`config.mk`:
```
export PLATFORM = sky130hd
export DESIGN_NAME = vc_ingress_classifier
export DESIGN_NICKNAME = d
export VERILOG_FILES = /design/src/rtl/vc_ingress_classifier.sv
export SDC_FILE = /design/constraint.sdc
export NUM_CORES = 1
export LEC_CHECK = 0
export ABC_AREA = 1
export CAP_MARGIN = 40
export CORE_MARGIN = 4
export CORE_UTILIZATION = 49
export CTS_CLUSTER_SIZE = 25
export DETAILED_ROUTE_END_ITERATION = 12
export PLACE_DENSITY = 0.84
export SLEW_MARGIN = 20
export SYNTH_ARGS = -nofsm -noshare
export SYNTH_HDL_FRONTEND = slang
export SYNTH_SLANG_ARGS = --single-unit
export TNS_END_PERCENT = 100
```
`constraint.sdc`:
```
create_clock -name clk -period 4.5 [get_ports clk]
set_input_delay 0.9 -clock clk [delete_from_list [all_inputs] [get_ports clk]]
set_output_delay 0.9 -clock clk [all_outputs]
set_load 0.1 [all_outputs]
```
`src/rtl/vc_ingress_classifier.sv`:
```
// vc_ingress_classifier
// Writer for the four virtual-channel input FIFOs. Words arrive on a
// valid/ready stream, wait in a one-entry holding register, and are
// pushed into the FIFO selected by the class field [DATA_W-1:DATA_W-2].
// almost_full on the head word's class stalls the stream; nothing is dropped.
// Optional statistics counters are enabled by defining VC_INGRESS_STATS_EN.
module vc_ingress_classifier #(
    parameter int DATA_W = 12,
    parameter int CNT_W  = 8
) (
    input  logic              clk,
    input  logic              reset,
    input  logic [3:0]        state,
    input  logic              in_valid,
    input  logic [DATA_W-1:0] in_data,
    output logic              in_ready,
    input  logic              almost_full_0,
    input  logic              almost_full_1,
    input  logic              almost_full_2,
    input  logic              almost_full_3,
    output logic              push_0,
    output logic              push_1,
    output logic              push_2,
    output logic              push_3,
    output logic [DATA_W-1:0] data_out,
`ifdef VC_INGRESS_STATS_EN
    output logic [CNT_W-1:0]  push_cnt_0,
    output logic [CNT_W-1:0]  push_cnt_1,
    output logic [CNT_W-1:0]  push_cnt_2,
    output logic [CNT_W-1:0]  push_cnt_3,
    output logic [CNT_W-1:0]  stall_cnt,
`endif
    output logic              idle
);

    localparam logic [3:0] ST_INIT = 4'b0001;

    logic              hold_valid_q, hold_valid_d;
    logic [DATA_W-1:0] hold_data_q, hold_data_d;
    logic [3:0]        push_q, push_d;
    logic [DATA_W-1:0] data_out_q, data_out_d;

    logic              is_init;
    logic              is_active;
    logic [1:0]        cls;
    logic [3:0]        af_vec;
    logic              af_cls;
    logic              drain;
    logic              accept;

    // Link-state decode, head-word class lookup and stream handshake
    always_comb begin
        is_init   = (state == ST_INIT);
        is_active = (state == 4'b0100) || (state == 4'b1000);
        cls       = hold_data_q[DATA_W-1 -: 2];
        af_vec    = {almost_full_3, almost_full_2, almost_full_1, almost_full_0};
        af_cls    = af_vec[cls];
        drain     = hold_valid_q & is_active & ~af_cls;
        in_ready  = is_active & ~reset & (~hold_valid_q | drain);
        accept    = in_valid & in_ready;
    end

    // Next state of the holding stage and the push/data output register
    always_comb begin
        push_d       = 4'b0000;
        data_out_d   = data_out_q;
        hold_valid_d = hold_valid_q;
        hold_data_d  = hold_data_q;
        if (is_init) begin
            // INIT flushes everything, including any stalled head word
            data_out_d   = '0;
            hold_valid_d = 1'b0;
            hold_data_d  = '0;
        end else if (is_active) begin
            if (drain) begin
                push_d[cls] = 1'b1;
                data_out_d  = hold_data_q;
            end
            if (accept) begin
                hold_data_d  = in_data;
                hold_valid_d = 1'b1;
            end else if (drain) begin
                hold_valid_d = 1'b0;
            end
        end
        // PAUSE: pushes forced low, holding register retained
    end

    // Holding stage and output registers
    always_ff @(posedge clk) begin
        if (reset) begin
            hold_valid_q <= 1'b0;
            hold_data_q  <= '0;
            push_q       <= 4'b0000;
            data_out_q   <= '0;
        end else begin
            hold_valid_q <= hold_valid_d;
            hold_data_q  <= hold_data_d;
            push_q       <= push_d;
            data_out_q   <= data_out_d;
        end
    end

    // Output drive and idle indication
    always_comb begin
        push_0   = push_q[0];
        push_1   = push_q[1];
        push_2   = push_q[2];
        push_3   = push_q[3];
        data_out = data_out_q;
        idle     = ~hold_valid_q & ~(|push_q);
    end

`ifdef VC_INGRESS_STATS_EN
    function automatic logic [CNT_W-1:0] wrap_inc(input logic [CNT_W-1:0] v);
        return v + 1'b1;
    endfunction

    function automatic logic [CNT_W-1:0] sat_inc(input logic [CNT_W-1:0] v);
        return (&v) ? v : v + 1'b1;
    endfunction

    logic [CNT_W-1:0] push_cnt_q [4];
    logic [CNT_W-1:0] push_cnt_d [4];
    logic [CNT_W-1:0] stall_cnt_q, stall_cnt_d;

    // Counter updates: pushes counted when issued, stalls on every blocked ACTIVE cycle
    always_comb begin
        for (int k = 0; k < 4; k++) begin
            push_cnt_d[k] = push_cnt_q[k];
        end
        stall_cnt_d = stall_cnt_q;
        if (is_init) begin
            for (int k = 0; k < 4; k++) begin
                push_cnt_d[k] = '0;
            end
            stall_cnt_d = '0;
        end else if (is_active) begin
            for (int k = 0; k < 4; k++) begin
                if (push_d[k]) begin
                    push_cnt_d[k] = wrap_inc(push_cnt_q[k]);
                end
            end
            if (hold_valid_q & af_cls) begin
                stall_cnt_d = sat_inc(stall_cnt_q);
            end
        end
    end

    // Statistics registers
    always_ff @(posedge clk) begin
        if (reset) begin
            for (int k = 0; k < 4; k++) begin
                push_cnt_q[k] <= '0;
            end
            stall_cnt_q <= '0;
        end else begin
            for (int k = 0; k < 4; k++) begin
                push_cnt_q[k] <= push_cnt_d[k];
            end
            stall_cnt_q <= stall_cnt_d;
        end
    end

    // Statistics output drive
    always_comb begin
        push_cnt_0 = push_cnt_q[0];
        push_cnt_1 = push_cnt_q[1];
        push_cnt_2 = push_cnt_q[2];
        push_cnt_3 = push_cnt_q[3];
        stall_cnt  = stall_cnt_q;
    end
`endif

endmodule

```
==> Word-level counts from Yosys, hierarchy flattened <==
Index checks and enable logic that the tools add are counted.
{ "classes": {"bitwise_logic": 13, "mux": 6, "mul": 0, "addsub": 0, "div_mod_pow": 0, "n_reduce_logical": 9, "shifts": 0, "magnitude_cmp": 2, "n_eq_ne": 3} }
{ "op_table": {"columns": ["cell", "n"], "rows": [
  ["OR reduction 4 bit", 2],
  ["bitwise AND 1 bit", 6],
  ["inverter 1 bit", 6],
  ["AND reduction 2 bit", 3],
  ["equality test 4 x 1 -> 1 bit, second input constant", 1],
  ["equality test 4 x 3 -> 1 bit, second input constant", 1],
  ["equality test 4 bit, second input constant", 1],
  ["2-to-1 mux 1 bit", 4],
  ["less-than comparator 2 x 3 -> 1 bit, second input constant", 1],
  ["binary-select mux 1 bit (select 2 bit)", 1],
  ["demux 1 bit (select 2 bit)", 1],
  [">= comparator 2 x 1 -> 1 bit, second input constant", 1],
  ["nonzero test 2 bit", 1],
  ["OR reduction 2 bit", 1],
  ["logical AND 1 bit", 1],
  ["logical OR 1 bit", 1],
  ["OR 1 bit", 1]
]} }
{ "word_totals": {"input_bits": 23, "latchBits": 0, "word_cells": 37, "out_inout_bits": 18, "mem_bits_rw": 0, "rom_bits": 0, "ff_bits": 29, "memories": 0} }

==> Depth between registers and ports, before layout <==
{ "depth": {"depth_word": 9, "ltp_mapped": 11} }

==> Worst setup path before layout <==
OpenSTA, ideal clock, no wires.
{ "synth_timing": {"path_kind": "in2out", "from": "input port state[0]", "to": "output port in_ready", "n_path_buf": 1, "required_time_ns": 3.600, "stages": 5, "arrival_ns": 3.167, "slack_ns": 0.433, "cell_sequence": "nor2_1 > nand3_1 > nor2_1 > clkbuf_1 > a21boi_1"} }
{ "synth_via": {"elab_chain_len": 6} }
{ "synth_rtl": {"columns": ["element", "line_no", "source"], "rows": [
  ["start: declaration", "13", "input logic [3:0] state,"],
  ["equality test 4 x 3 -> 1 bit / equality test 4 bit (equally long branches)", "54", "is_active = (state == 4'b0100) || (state == 4'b1000);"],
  ["logical OR 1 bit *", "54", null],
  ["bitwise AND 1 bit (2 in a row)", "58", "drain = hold_valid_q & is_active & ~af_cls;"],
  ["OR 1 bit", "59", "in_ready = is_active & ~reset & (~hold_valid_q | drain);"],
  ["bitwise AND 1 bit *", "59", null],
  ["end: declaration", "16", "output logic in_ready,"]
]} }
Mark *: on every way between the ends. The rest lies on a longest branch, timed or not.

==> Worst setup path after layout <==
{ "layout_timing": {"from": "input port state[2]", "to": "output port in_ready"} }
The elaborated chain is that of the path after synthesis.

==> results by group <==
Clock network
  • Worst skew pair latency: 0.33 ns
  • CTS H-tree depth: 2
  • # Post-CTS Setup Buffers: 0
  • Root Buffer: clkbuf_4
  • Clock tree from TritonCTS: done
  • Cts bufs inserted: 5
  • CTS clk-pin slew, worst paths: ~0.090 ns
  • Hold_buf cts: 0
  • Sink Count: 29
  • Maximum root-to-sink buffer count: 2
  • Quantity of gates resized following cts: 0

Timing
  • Slew HR: 0.685
  • Worst-Margin Slew: around 0.47 ns
  • Setup violations, final: 0
  • RSZ-0062 raised after global routing: no
  • Period minus WS final: around 3.6 ns
  • Setup Skew: approximately 0.0067 ns
  • Worst hold slack: 0.471 ns
  • Fin crit share: 0.798
  • FMAX: about 280 MHz
  • Final Hold Viols: 0
  • Slew Limit Fails: 0
  • Final setup TNS: 0 ns

Final layout
  • Final-layout fill cell count: 174
  • Layout cells sized above 1: 0.147
  • Syn-to-layout area delta: 56.3%
  • Fin cells: 282
  • Sequential Area: 581 um^2
  • Design Area, Final: 2070 um^2
  • Multi-input logic area: between 500 and 600 um^2
  • N_diodes: 0
  • Final nets: about 270

Setup path
  • WS Path Type: in2out
  • CP Launch Type: primary input
  • Element type at the critical path end: output pin
  • Crit path max fanout: 14
  • FF-to-FF Start: hold_data_q[10]
  • Worst reg2reg path depth: 10
  • Worst Path Arrival: 2.69 ns
  • R2r endpoint: hold_data_q[11]
  • Reg2reg setup slack: roughly 2.4 ns
  • CP required: around 3.6 ns

Drt
  • Final WL: between 3 and 4 mm
  • Via density: between 4 and 5
  • Drt initial violations: 33
  • Drt drc: 0
  • Wire per inst: 10.9 um
  • Drt pass-1 iters: 4
  • Antenna-violating nets left: 0
  • DR vias: roughly 1300

Pwr
  • Lkg Pwr: ~0.91 nW
  • PwrDens: about 240 nW/um^2
  • Worst VDD drop: about 0.00030 V

Die
  • Starting density of the core: 0.524
  • Top-Level Pins: 41
  • Die Wd: roughly 60 um
  • Die Height: around 60 um
  • Core box area: ~2500 um^2
  • Num rows: 18
  • Die footprint: about 3600 um^2

Synth
  • Flops & latches, synth: 29
  • Register area share after synthesis: 0.439
  • Post-Synthesis Cells: between 150 and 200
  • Post-Synthesis Cell Area: between 1000 and 1500 um^2
  • Synthesized Nets: 217
  • Synth warn: 0
  • Cell variety after synth: 20
  • Post-Syn Area per Cell: between 6 and 7 um^2

Outcome
  • Status: complete, no violations

Global routing
  • Largest net degree at the start of global routing: 16
  • Vias in the first global route: roughly 1200
  • Total track usage: 0.193
  • GR Overflow Total: 0
  • M1 GR Usage: 0.236
  • Initial antenna violation count: 0
  • Most Used Layer, Global Route: met2
  • Met2 usage: 0.324
  • First-pass GRT wire length: 5.23 mm
  • Grt met3 use: 0.0626

Place
  • Number of port buffers: 40
  • Post-Place Cells: ~270
  • RePlAce Congestion: just under 0.8
  • Hpwl dp: roughly 2.3 mm
  • Area after DPL: about 2000 um^2

Hold path
  • Min-Delay Path Depth: 2
  • Beginning of the worst hold path: data_out[7]
  • Hold endpoint: data_out[7]
  • Hold crit path type: reg2reg

Run
  • Max-Cap Viols: 0
-- registers in the layout, summed over array words and instances, names as in the netlist --
| register | flops |
|---|---|
| data_out | 12 |
| hold_data_q | 12 |
| hold_valid_q | 1 |
| push_q | 4 |
-- power breakdown --
group	switching (W)	leakage (nW)	total, W	internal [W]
registers	0.00000241	0.234	0.000262	0.000259
logic	0.0000290	0.634	0.0000568	0.0000279
clock network	0.0000920	0.0413	0.000182	0.0000904
-- cells by family after synthesis --
| kind of cell | after synthesis | synth area share |
|---|---|---|
| compound gates | 14 | 0.0559 |
| buf+inv | 52 | 0.155 |
| flops | 29 | 0.439 |
| simple gates | 99 | 0.349 |
-- cell type report --
type / count / area share
Clock buffer: 7 / 0.0315
Clock inverter: 1 / 0.00242
Inverter: 43 / 0.0781
Multi-Input combinational cell: 113 / 0.259
Sequential cell: 29 / 0.281
Tap cell: 30 / 0.0182
Timing Repair Buffer: 59 / 0.329
-- layout by cell type (no fill, tap or decap), drive strengths merged --
master / netlist / layout
dfxtp: 29 / 29
clkinv: 0 / 1
nor2: 19 / 19
nand4: 12 / 12
a21boi: 1 / 1
nor3b: 1 / 1
nand3: 17 / 17
inv: 43 / 43
a21oi: 12 / 12
nand2: 46 / 46
nor3: 4 / 4
buf: 5 / 20
clkbuf: 4 / 7
a31oi: 1 / 1
clkdlybuf4s50: 0 / 39
-- how the worst max path moves through the flow --
stage,from,depth (start not counted),end,slack (ns)
floorplan,state[0],5,in_ready,0.43
global route,state[2],8,in_ready,0.75
finish,state[2],8,in_ready,0.91
detailed placement,state[2],8,in_ready,0.91
CTS,state[2],8,in_ready,0.90
global placement,state[2],8,in_ready,0.95
-- layer usage --
layer,wire length [um],up-vias
met5,0,-
li1,-,711
met3,181,6
met1,1350,586
met2,1500,35
met4,40,0
-- per-stage QoR --
| step | setup slack (ns) | utilization | total power [W] |
|---|---|---|---|
| global placement | 0.952 | 0.690 | 0.000322 |
| CTS | 0.902 | 0.819 | 0.000503 |
| floorplan | 0.433 | - | 0.000297 |
| global route | 0.748 | 0.819 | 0.000522 |
| detailed placement | 0.906 | 0.791 | 0.000325 |
| finish | 0.910 | 0.819 | 0.000501 |
-- cells in the mapped netlist --
library cell	instances	area share
inv_2	4	0.011
a31oi_1	1	0.0047
buf_2	2	0.0076
nand2_1	44	0.13
nand4_1	12	0.057
nand2_4	1	0.0085
nand3_1	16	0.061
a21oi_1	12	0.045
nand3_2	1	0.0076
dfxtp_1	29	0.44
a21boi_1	1	0.0057
buf_1	2	0.0057
nor2_4	2	0.017
nor2_1	17	0.048
nor3b_1	1	0.0057
buf_6	1	0.0085
nor3_1	4	0.015
inv_1	39	0.11
nand2_2	1	0.0047
clkbuf_1	4	0.011
-- critical path, stage by stage --
cell,delay (ns)
clkdlybuf4s50_1,0.49
inv_2,0.03
nand2_1,0.07
nand3_1,0.14
nor2_4,0.28
nand2_2,0.26
a21boi_1,0.29
buf_12,0.21
(Power assumes the default switching activity.)
